--- config.mk ---
export PLATFORM = sky130hd
export DESIGN_NAME = inst_mem_loader
export DESIGN_NICKNAME = d
export VERILOG_FILES = /design/src/rtl/arm_pkg.sv /design/src/rtl/imem_ram.sv /design/src/rtl/inst_mem_loader.sv
export SDC_FILE = /design/constraint.sdc
export NUM_CORES = 2
export LEC_CHECK = 0
export BUFFER_PORTS_ARGS = -buffer_cell sky130_fd_sc_hd__buf_2
export CAP_MARGIN = 10
export CORE_MARGIN = 1
export CORE_UTILIZATION = 45
export DETAILED_ROUTE_END_ITERATION = 6
export GPL_TIMING_DRIVEN = 0
export HOLD_SLACK_MARGIN = 0.12
export PLACE_DENSITY = 0.64
export RECOVER_POWER = 50
export SYNTH_ARGS = -nofsm -noshare
export SYNTH_HDL_FRONTEND = slang
export SYNTH_SLANG_ARGS = --single-unit
--- constraint.sdc ---
create_clock -name clk -period 8.77 [get_ports clk]
set_input_delay 0.4385 -clock clk [delete_from_list [all_inputs] [get_ports clk]]
set_output_delay 0.4385 -clock clk [all_outputs]
set_load 0.02 [all_outputs]
--- src/rtl/arm_pkg.sv ---
`default_nettype none
// ============================================================================
// Module      : arm_pkg
// Description : Shared constants and types for the ARM pipeline fetch stage.
// Revision    : 1.0 - initial release
// ============================================================================
package arm_pkg;

  // AL-condition AND R0,R0,R0: harmless filler for unloaded/invalid fetches.
  localparam logic [31:0] NOP_WORD = 32'hE000_0000;

  // Loader controller states.
  typedef enum logic {
    LOAD = 1'b0,
    RUN  = 1'b1
  } imem_state_t;

endpackage
`default_nettype wire

--- src/rtl/imem_ram.sv ---
`default_nettype none
// ============================================================================
// Module      : imem_ram
// Description : Simple dual-port RAM, one synchronous write port and one
//               synchronous (enable-gated) read port. No reset on contents.
// Revision    : 1.0 - initial release
// ============================================================================
module imem_ram #(
  parameter int DATA_W = 32,
  parameter int DEPTH  = 128,
  parameter int ADDR_W = $clog2(DEPTH)
) (
  input  logic              clk,
  input  logic              we,
  input  logic [ADDR_W-1:0] waddr,
  input  logic [DATA_W-1:0] wdata,
  input  logic              re,
  input  logic [ADDR_W-1:0] raddr,
  output logic [DATA_W-1:0] rdata
);

  logic [DATA_W-1:0] mem [DEPTH];

  // Write port: one word per cycle from the load stream.
  always_ff @(posedge clk) begin
    if (we) mem[waddr] <= wdata;
  end

  // Read port: output register only updates on a read, so it holds on stall.
  always_ff @(posedge clk) begin
    if (re) rdata <= mem[raddr];
  end

endmodule
`default_nettype wire

--- src/rtl/inst_mem_loader.sv ---
`default_nettype none
// ============================================================================
// Module      : inst_mem_loader
// Description : Loadable instruction memory with streaming load port and a
//               registered, stallable fetch port. Unloaded words read as NOP.
//               Optional macro IMEM_BOUNDS_CHECK_EN enables out-of-program
//               fetch detection with a sticky fetch_fault flag.
// Revision    : 1.0 - initial release
// ============================================================================
module inst_mem_loader #(
  parameter int                DATA_W   = 32,
  parameter int                DEPTH    = 128,
  parameter logic [DATA_W-1:0] NOP_WORD = arm_pkg::NOP_WORD,
  parameter int                ADDR_W   = $clog2(DEPTH)
) (
  input  logic              clk,
  input  logic              rst,
  input  logic              ld_start,
  input  logic              ld_valid,
  input  logic              ld_last,
  input  logic [DATA_W-1:0] ld_data,
  output logic              ld_ready,
  output logic              ld_done,
  input  logic              fetch_en,
  input  logic [31:0]       pc,
  output logic [DATA_W-1:0] instruction,
  output logic              inst_valid,
  output logic              fetch_fault
);

  import arm_pkg::*;

  // Count is one bit wider than the index so it can reach DEPTH.
  localparam logic [ADDR_W:0] LAST_IDX = (ADDR_W + 1)'(DEPTH - 1);
  localparam logic [ADDR_W:0] FULL_CNT = (ADDR_W + 1)'(DEPTH);

  imem_state_t       state, state_nxt;
  logic [ADDR_W:0]   count;
  logic [ADDR_W-1:0] index;
  logic              ld_hs;
  logic              in_prog;
  logic              hit;
  logic              fetch_go;
  logic              use_mem;
  logic [DATA_W-1:0] ram_q;
  logic              unused_pc;

  assign index    = pc[ADDR_W+1:2];
  assign ld_ready = (state == LOAD) && (count < FULL_CNT);
  assign ld_done  = (state == RUN);
  assign ld_hs    = ld_valid && ld_ready;
  assign in_prog  = ({1'b0, index} < count);
  // ld_start beats a simultaneous fetch.
  assign fetch_go = (state == RUN) && fetch_en && !ld_start;

`ifdef IMEM_BOUNDS_CHECK_EN
  assign hit       = in_prog && (pc[31:ADDR_W+2] == '0);
  assign unused_pc = ^pc[1:0];

  // Sticky fault: set by an out-of-program fetch, cleared by a new load.
  always_ff @(posedge clk or posedge rst) begin
    if (rst)                    fetch_fault <= 1'b0;
    else if (ld_start)          fetch_fault <= 1'b0;
    else if (fetch_go && !hit)  fetch_fault <= 1'b1;
  end
`else
  // Upper pc bits are dropped, so addresses wrap modulo DEPTH.
  assign hit         = in_prog;
  assign unused_pc   = ^{pc[31:ADDR_W+2], pc[1:0]};
  assign fetch_fault = 1'b0;
`endif

  // State register.
  always_ff @(posedge clk or posedge rst) begin
    if (rst) state <= LOAD;
    else     state <= state_nxt;
  end

  // Next state: finish load on ld_last or on filling the memory; reload on ld_start.
  always_comb begin
    state_nxt = state;
    case (state)
      LOAD: if (!ld_start && ld_hs && (ld_last || count == LAST_IDX)) state_nxt = RUN;
      RUN:  if (ld_start) state_nxt = LOAD;
      default: state_nxt = LOAD;
    endcase
  end

  // Load word counter; a restart drops any word offered in the same cycle.
  always_ff @(posedge clk or posedge rst) begin
    if (rst)           count <= '0;
    else if (ld_start) count <= '0;
    else if (ld_hs)    count <= count + (ADDR_W + 1)'(1);
  end

  // Fetch qualifiers; forced idle in LOAD, held on stall in RUN.
  always_ff @(posedge clk or posedge rst) begin
    if (rst) begin
      inst_valid <= 1'b0;
      use_mem    <= 1'b0;
    end else if (state == RUN && !ld_start) begin
      if (fetch_en) begin
        inst_valid <= 1'b1;
        use_mem    <= hit;
      end
    end else begin
      inst_valid <= 1'b0;
      use_mem    <= 1'b0;
    end
  end

  // RAM output is registered; a miss or idle fetch substitutes the NOP.
  assign instruction = use_mem ? ram_q : NOP_WORD;

  imem_ram #(
    .DATA_W (DATA_W),
    .DEPTH  (DEPTH),
    .ADDR_W (ADDR_W)
  ) u_ram (
    .clk   (clk),
    .we    (ld_hs && !ld_start),
    .waddr (count[ADDR_W-1:0]),
    .wdata (ld_data),
    .re    (fetch_go),
    .raddr (index),
    .rdata (ram_q)
  );

endmodule
`default_nettype wire

==> flow_metrics.env <==
export IMPL_outcome="finished with violations"
export IMPL_failed_checks="max-capacitance violations, max-slew violations"
export IMPL_dp_hpwl_um=307000
export IMPL_worst_slack_ns=2.18
export IMPL_rsz0062_at_grt="false"
export IMPL_grt_pass1_vias=79255
export IMPL_die_height_um=595
export IMPL_routedWlPerCell_um=33.3
export IMPL_dp_slack_ns=2.64
export IMPL_leakage_nw=58.4
export IMPL_cts_tree="built"
export IMPL_h_tree_depth=5
export IMPL_fin_setup_tns_ns=0
export IMPL_synth_edff_count=4128
export IMPL_fin_crit_ns=6.59
export IMPL_netlist_area_um2=158000
export IMPL_slew_headroom=-2.05
export IMPL_cts_buffer_depth=4
export IMPL_start_util=0.453
export IMPL_m1WireLength_um=173000
export IMPL_layout_commonest_cell="edfxtp_1"
export IMPL_routed_top_layer="met5"
export IMPL_synth_nets=7524
export IMPL_ios=106
export IMPL_worstMarginPinSlew_ns=4.57
export IMPL_antenna_found_initial=41
export IMPL_wl_met3_um=40800
export IMPL_std_cell_rows=217
export IMPL_via_count=80323
export IMPL_critPathSlowestCell="clkbuf_1"
export IMPL_crit_family="buffers and inverters"
export IMPL_die_w_um=595
export IMPL_fin_nets=8353
export IMPL_ys_ff_latch=4139
export IMPL_path_max_fanout=72
export IMPL_via_per_inst=6.07
export IMPL_crit_path_end_kind="register"
export IMPL_route_met2_wl_um=206000
export IMPL_drt_total_wl_um=440000
export IMPL_finClkSkew_ns=0.0726
export IMPL_syn2layout_area_growth_pct=15.5
export IMPL_hold_viol_final=0
export IMPL_path_cells="dlygate4sd3_1, clkbuf_1, clkbuf_1"
export IMPL_dr_pass1_iters=6
export IMPL_power_density_nw_per_um2=226
export IMPL_crit_arrival_ns=6.66
export IMPL_cp_num_buf_inv=3
export IMPL_syn_inst=7447
export IMPL_crit_path_max_incr_delay_ns=3.22
export IMPL_overflow=0
export IMPL_drive_gt1_frac=0.218
export IMPL_startpoint_type="input port"
export IMPL_ant_nets=0
export IMPL_crit_type="in2reg"
export IMPL_cts_buffers=411
export IMPL_grt_pass1_wl_um=610000
export IMPL_clock_root_buffer="clkbuf_16"
export IMPL_final_cell_mix="edfxtp_1, mux2i_1, mux4_2"
export IMPL_hp_class="in2reg"
export IMPL_dieArea_um2=354000
export IMPL_cts_sinks=4139
export IMPL_core_area_um2=350000
export IMPL_grt_usage=0.245
export IMPL_routabilityCongestion=0.929
export IMPL_synth_ff_type="edfxtp_1"
export IMPL_fin_crit_sh=0.751
export IMPL_vdd_drop_max_uv=187
export IMPL_ys_types=41
export IMPL_numPortBuffers=77
export IMPL_avgSynthCellArea_um2=21.2
export IMPL_async_flop_share=0.00266
export IMPL_max_cap_violations=65
export IMPL_grt_start_max_net_pins=92
export IMPL_clk_latency_ns=0.99
export IMPL_drcViolationCount=0
export IMPL_fmax_mhz=152
export IMPL_path_clk_slew_ns=0.06
export IMPL_worstPathRequired_ns=8.84
export IMPL_setup_viol=0
export IMPL_crit_path_frequent_cell="clkbuf_1"
export IMPL_first_iter_violations=10572
export IMPL_ys_seq_area_frac=0.785
export IMPL_maxSlewViolCount=4228
export IMPL_ys_warn_count=0
-- where the power goes --
| part | total (mW) | switching (mW) | internal [mW] |
|---|---|---|---|
| combinational | 2.04 | 1.45 | 0.599 |
| clock | 17.3 | 7.50 | 9.81 |
| sequential | 21.8 | 0.00575 | 21.8 |
| total | 41.2 | 8.95 | 32.3 |
-- per-layer routing --
metal	vias to the layer above	global-route usage
li1	33011	-
met4	6	0.102
met5	-	0
met3	709	0.0482
met2	4061	0.385
met1	42536	0.338
-- what timing repair did --
action	in CTS	in global routing
setup endpoints to repair	0	0
hold buffers	41	0
gates resized for setup	0	0
buffers inserted	0	0
hold endpoints to repair	1790	0
-- worst paths after layout --
path,startpoint,endpoint,slack (ns),cells after the start
min reg2reg,inst_valid$_DFFE_PP0P_,inst_valid$_DFFE_PP0P_,0.49,1
min in group asynchronous,rst,inst_valid$_DFFE_PP0P_,0.69,4
max in group asynchronous,rst,count[3]$_DFFE_PP0P_,7.55,4
max,ld_data[21],u_ram.mem[6][21]$_DFFE_PP_,2.18,3
min,ld_start,inst_valid$_DFFE_PP0P_,0.23,3
max reg2reg,count[7]$_DFFE_PP0P_,u_ram.mem[55][20]$_DFFE_PP_,3.90,9
-- state kept, by name, indices dropped and copies added (netlist names) --
signal and count:
u_ram.mem 4096, u_ram.rdata 32, count 8, inst_valid 1, ld_done 1, use_mem 1
-- per-stage QoR --
step | instance area (um2) | util | power, mW | hold slack, ns | std cells
floorplan | 158000 | - | 23.1 | 0.291 | 7447
global placement | 164000 | 0.470 | 24.2 | 0.461 | 12123
detailed placement | 170000 | 0.486 | 24.3 | 0.467 | 12415
CTS | 184000 | 0.525 | 41.4 | 0.168 | 13210
global route | 183000 | 0.522 | 42.2 | 0.202 | 13226
finish | 183000 | 0.522 | 41.2 | 0.230 | 13238
-- logic make-up after synthesis --
kind of cell / share of synthesized area
simple gates: 0.0199
xor+xnor: 0.000332
fa+ha+maj: 0.000553
buf+inv: 0.0128
mux: 0.146
compound gates: 0.0350
flops: 0.785
other cells: 0.0000237
-- worst reg2reg max path, stage by stage (launching register included) --
cell      delay (ns)
dfrtp_1         0.45
nor3b_1         0.59
and2_0          0.21
clkbuf_1        0.21
nand3_1         0.72
clkbuf_1        0.74
nor3_2          1.00
buf_8           0.25
buf_6           0.18
buf_6           0.19
-- synth_stat cells (11+ instances only) --
| cell | number | share of area |
|---|---|---|
| buf_2 | 148 | 0.0047 |
| o21ai_0 | 37 | 0.0012 |
| nand4_1 | 34 | 0.0013 |
| edfxtp_1 | 4128 | 0.78 |
| nand3_1 | 137 | 0.0043 |
| nor3_1 | 54 | 0.0017 |
| a22oi_1 | 416 | 0.020 |
| clkbuf_1 | 223 | 0.0053 |
| buf_6 | 18 | 0.0013 |
| a22o_1 | 32 | 0.0018 |
| nor2_1 | 109 | 0.0026 |
| nor2b_1 | 37 | 0.0015 |
| and4_1 | 32 | 0.0018 |
| nand2_1 | 151 | 0.0036 |
| dfrtp_1 | 11 | 0.0017 |
| a221oi_1 | 64 | 0.0035 |
| buf_1 | 37 | 0.00088 |
| a21oi_1 | 37 | 0.0012 |
| a221o_1 | 32 | 0.0020 |
| o21ai_1 | 31 | 0.00098 |
| mux4_2 | 672 | 0.096 |
| a211oi_1 | 96 | 0.0046 |
| and2_1 | 62 | 0.0025 |
| mux2i_1 | 800 | 0.051 |
-- final cells by class --
| cell class | count | area (um2) |
|---|---|---|
| Inverter | 10 | 37.5 |
| Fill cell | 26901 | 167000 |
| Antenna cell | 22 | 55.1 |
| Buffer | 435 | 2000 |
| Clock buffer | 497 | 10600 |
| Multi-Input combinational cell | 2863 | 32800 |
| Tap cell | 4599 | 5750 |
| Sequential cell | 4139 | 124000 |
| Clock inverter | 257 | 2550 |
| Timing Repair Buffer | 416 | 4610 |
Note: power is estimated with default switching activity, not from simulation.
